### src/rtl/rand_pkg.sv
// Shared types and widths for the rand_range rejection sampler.
package rand_pkg;

  typedef enum logic [1:0] {
    IDLE   = 2'd0,
    SAMPLE = 2'd1,
    HOLD   = 2'd2
  } state_e;

  localparam int REJ_CNT_W = 16;
  // Spacing counter holds W-1 <= 7; try counter holds MAX_TRIES-1 <= 254.
  localparam int SPACE_W   = 3;
  localparam int TRY_W     = 8;

endpackage

### src/rtl/rand_range.sv
// Rejection sampler: turns W fresh LFSR bits per evaluation into a uniform value in
// [0, RANGE-1], folding into range after MAX_TRIES rejections and flagging it with err.
module rand_range
  import rand_pkg::*;
#(
  parameter int RANGE     = 6,
  parameter int MAX_TRIES = 16,
  localparam int W        = $clog2(RANGE)
) (
  input  logic                 clk,
  input  logic                 rst,
  input  logic [31:0]          rnd_in,
  input  logic                 req,
  input  logic                 ready,
  output logic                 busy,
  output logic                 valid,
  output logic [W-1:0]         value,
  output logic                 err,
  output logic [REJ_CNT_W-1:0] reject_cnt
);

  localparam int WP1 = W + 1;
  localparam logic [SPACE_W-1:0] SPACE_LOAD = SPACE_W'(W - 1);
  localparam logic [TRY_W-1:0]   LAST_TRY   = TRY_W'(MAX_TRIES - 1);
  localparam logic [WP1-1:0]     RANGE_C    = WP1'(RANGE);

  state_e                 state_q;
  logic [SPACE_W-1:0]     space_q;
  logic [TRY_W-1:0]       try_q;
  logic [W-1:0]           value_q;
  logic                   err_q;
  logic [REJ_CNT_W-1:0]   rej_cnt_q;
  logic [REJ_CNT_W-1:0]   rej_cnt_d;

  logic [W-1:0]           s;
  logic [W-1:0]           s_fold;
  logic                   accept;
  logic                   unused_rnd;

  assign s          = rnd_in[W-1:0];
  assign accept     = {1'b0, s} < RANGE_C;
  // Only reached when s >= RANGE, so the difference is already below RANGE.
  assign s_fold     = s - RANGE_C[W-1:0];
  assign unused_rnd = &{1'b0, rnd_in[31:W]};

  // NOTE: every combinational output gets a default before any branch so no latch is inferred.
  always_comb begin
    rej_cnt_d = rej_cnt_q;
    if (rej_cnt_q != '1) begin
      rej_cnt_d = rej_cnt_q + REJ_CNT_W'(1);
    end
  end

  // NOTE: state registers use non-blocking assignments so every update sees pre-edge values.
  always_ff @(posedge clk or negedge rst) begin
    if (!rst) begin
      state_q   <= IDLE;
      space_q   <= '0;
      try_q     <= '0;
      value_q   <= '0;
      err_q     <= 1'b0;
      rej_cnt_q <= '0;
    end else begin
      case (state_q)
        IDLE: begin
          if (req) begin
            state_q <= SAMPLE;
            space_q <= SPACE_LOAD;
            try_q   <= '0;
          end
        end
        SAMPLE: begin
          if (space_q != '0) begin
            space_q <= space_q - SPACE_W'(1);
          end else if (accept) begin
            value_q <= s;
            err_q   <= 1'b0;
            state_q <= HOLD;
          end else begin
            rej_cnt_q <= rej_cnt_d;
            if (try_q == LAST_TRY) begin
              value_q <= s_fold;
              err_q   <= 1'b1;
              state_q <= HOLD;
            end else begin
              try_q   <= try_q + TRY_W'(1);
              space_q <= SPACE_LOAD;
            end
          end
        end
        HOLD: begin
          if (ready) begin
            if (req) begin
              state_q <= SAMPLE;
              space_q <= SPACE_LOAD;
              try_q   <= '0;
            end else begin
              state_q <= IDLE;
            end
          end
        end
        default: state_q <= IDLE;
      endcase
    end
  end

  assign busy       = (state_q != IDLE);
  assign valid      = (state_q == HOLD);
  assign value      = value_q;
  assign err        = err_q;
  assign reject_cnt = rej_cnt_q;

endmodule

### config.mk
export PLATFORM = sky130hd
export DESIGN_NAME = rand_range
export DESIGN_NICKNAME = d
export VERILOG_FILES = /design/src/rtl/rand_pkg.sv /design/src/rtl/rand_range.sv
export SDC_FILE = /design/constraint.sdc
export NUM_CORES = 1
export LEC_CHECK = 0
export CAP_MARGIN = 30
export CORE_ASPECT_RATIO = 1.4
export CORE_MARGIN = 2
export CORE_UTILIZATION = 37
export CTS_BUF_LIST = sky130_fd_sc_hd__clkbuf_16
export DETAILED_ROUTE_END_ITERATION = 10
export PLACE_DENSITY = 0.67
export SLEW_MARGIN = 20
export SYNTH_ARGS = -nofsm -noshare
export SYNTH_HDL_FRONTEND = slang
export SYNTH_SLANG_ARGS = --single-unit
### constraint.sdc
create_clock -name clk -period 3.24 [get_ports clk]
set_input_delay 0.648 -clock clk [delete_from_list [all_inputs] [get_ports clk]]
set_output_delay 0.648 -clock clk [all_outputs]
set_load 0.02 [all_outputs]
==> results.sh <==
export IMPL_io_buffers=28
export IMPL_synth_cell_type_count=43
export IMPL_wl_met1_um=1624
export IMPL_post_route_period_util_pct=68.78
export IMPL_grt_start_max_net_pins=34
export IMPL_grt_pass1_vias=1380
export IMPL_post_cts_resized=0
export IMPL_met2WireLength_um=1892
export IMPL_globalplace_congestion=0.7955
export IMPL_setup_tns_ns=0
export IMPL_postSynthAreaPerCell_um2=10.66
export IMPL_final_common_cell="dfrtp_1"
export IMPL_drv_slew=0
export IMPL_dieArea_um2=5298
export IMPL_period_needed_ns=2.229
export IMPL_most_common_layout_cells="dfrtp_1 (33), clkdlybuf4s50_1 (28), nand3_1 (13), xor2_1 (12), nand2_1 (10)"
export IMPL_cts_buffers=5
export IMPL_cp_arrival_ns=2.39
export IMPL_start_util_pct=38.54
export IMPL_routed_top_layer="met4"
export IMPL_syn_nets=204
export IMPL_synth_cells=164
export IMPL_max_freq_mhz=448.7
export IMPL_diodes=0
export IMPL_via_count=1401
export IMPL_drcViolationCount=0
export IMPL_ios=58
export IMPL_fill_cells=456
export IMPL_maxSlewHeadroom_pct=66.53
export IMPL_peakVddDrop_mv=0.2633
export IMPL_drt_wl_total_um=3753
export IMPL_ys_warn_count=0
export IMPL_rsz0062_at_grt="no"
export IMPL_fp_row_count=29
export IMPL_clockBufferDepth=2
export IMPL_crit_path_end_kind="register"
export IMPL_p_total_mw=1.637
export IMPL_clk_pin_slew_worst_paths_ns=0.05
export IMPL_h_tree_depth=2
export IMPL_hpwlAfterDp_um=2651
export IMPL_area_delta_synth_final_pct=28.56
export IMPL_hp_class="register to register"
export IMPL_cts_tree="yes"
export IMPL_fin_skew_ns=0.003128
export IMPL_maxCapViolCount=0
export IMPL_fp_dieH_um=85.33
export IMPL_ys_seq_elements=33
export IMPL_core_area_um2=4536
export IMPL_first_pass_iters=4
export IMPL_ys_seq_area_share_pct=47.24
export IMPL_path_max_fanout=7
export IMPL_setup_viol=0
export IMPL_syn_area_um2=1748
export IMPL_cts_root_buf="clkbuf_16"
export IMPL_clkLatencyLatePin_ns=0.28
export IMPL_p_per_area_nw_per_um2=728.6
export IMPL_antenna_found_initial=0
export IMPL_status="complete, no violations"
export IMPL_post_place_ws_ns=0.7008
export IMPL_synth_edff_count=0
export IMPL_ant_nets=0
export IMPL_worstSetupPathType="input port to register"
export IMPL_startpoint_type="input port"
export IMPL_post_drt_wl_per_cell_um=14.32
export IMPL_postCtsHoldBufs=0
export IMPL_p_leak_nw=1.008
export IMPL_finalHoldViolCount=0
export IMPL_drtIter0Drc=45
export IMPL_layout_nets=239
export IMPL_synthFlopType="dfrtp_1"
export IMPL_fin_ws_ns=1.011
export IMPL_via_per_inst=5.347
export IMPL_synthArstFlopShare_pct=100.0
export IMPL_worstPathRequired_ns=3.40
export IMPL_overflow=0
export IMPL_wl_met3_um=161
export IMPL_fp_dieW_um=62.09
export IMPL_grt_pass1_wl_um=6686
export IMPL_grt_use_total_pct=17.00
export IMPL_worst_slew_pin_slew_ns=0.5015
export IMPL_drive_above_1_share_pct=10.50
export IMPL_postCtsSetupRepairBufs=0
export IMPL_cts_sink_count=33
[sequential cells by signal, indices dropped and copies added (netlist names)]
| name | flops |
|---|---|
| state_q | 2 |
| try_q | 8 |
| space_q | 3 |
| value | 3 |
| reject_cnt | 16 |
| err | 1 |
[worst max-delay path: stages]
cell and delay [ns]:
clkdlybuf4s50_1 0.52, nand2_1 0.16, or3_1 0.50, nor3_1 0.21
mux2_2 0.35
[synth_stat cells (3+ instances only)]
master	count	share of area, %
ha_1	4	2.9
dfrtp_1	33	47
nor2_1	9	1.9
xor2_1	12	6.0
o41ai_1	4	2.0
nand4_1	3	1.1
mux2_2	3	1.9
and3_1	3	1.1
inv_1	6	1.3
o31ai_1	3	1.3
nor3b_1	3	1.3
mux2i_1	4	2.3
o21ai_0	4	1.1
nor3_1	7	2.0
nand2b_1	6	2.1
nand3_1	13	3.7
nand2_1	10	2.1
nor4_1	7	2.5
[cell families (layout without fill, tap and decap cells)]
| family | after synthesis | count (layout) | synth area share (%) |
|---|---|---|---|
| buffers and inverters | 8 | 44 | 1.860 |
| xor gates and xnor gates | 13 | 13 | 6.514 |
| DFF | 33 | 33 | 47.24 |
| AOI/OAI and AO/OA | 22 | 22 | 9.806 |
| and+or+nand+nor | 76 | 76 | 26.63 |
| adders and majority gates | 4 | 4 | 2.863 |
| muxes | 8 | 8 | 5.082 |
[power breakdown]
part	leakage (nW)	internal (mW)	total [mW]	switching, mW
clock	0.0776	0.276	0.441	0.165
sequential	0.432	0.508	0.607	0.0990
combinational	0.498	0.280	0.589	0.309
total	1.01	1.06	1.64	0.573
[layout make-up]
class                           instances  area, um2  area share [%]
Multi-Input combinational cell        123      889.6           39.59
Sequential cell                        33      825.8           36.75
Timing Repair Buffer                   30      295.3           13.14
Clock buffer                            5      125.1           5.568
Tap cell                               62      77.57           3.452
Inverter                                6      22.52           1.002
Clock inverter                          3      11.26          0.5011
[stage by stage]
step                      utilization, %  cell area [um2]  instances  hold WS [ns]
after global routing               49.54             2247        262        0.4966
final                              49.54             2247        262        0.4702
after CTS                          49.54             2247        262        0.4777
after global placement             46.54             2111        254        0.4610
after detailed placement           46.54             2111        254        0.4662
after floorplan                        -             1748        164        0.3524
[metal layers]
metal / GRT usage (%) / vias to the layer above
met2: 26.14 / 27
met3: 5.183 / 7
li1: - / 674
met4: 7.350 / 0
met5: 0 / -
met1: 21.50 / 693
[worst paths after layout]
path                                 start             end  slack [ns]  depth (start not counted)
worst max-delay path             rnd_in[2]  reject_cnt[15]        1.01                          5
min in group asynchronous              rst      state_q[0]        0.78                          2
worst min-delay path              value[1]        value[1]        0.47                          1
worst min register to register    value[1]        value[1]        0.47                          1
worst max register to register  space_q[0]  reject_cnt[15]        1.11                          6
max in group asynchronous              rst        try_q[3]        2.16                          2
Power figures use the tool's default switching activity.
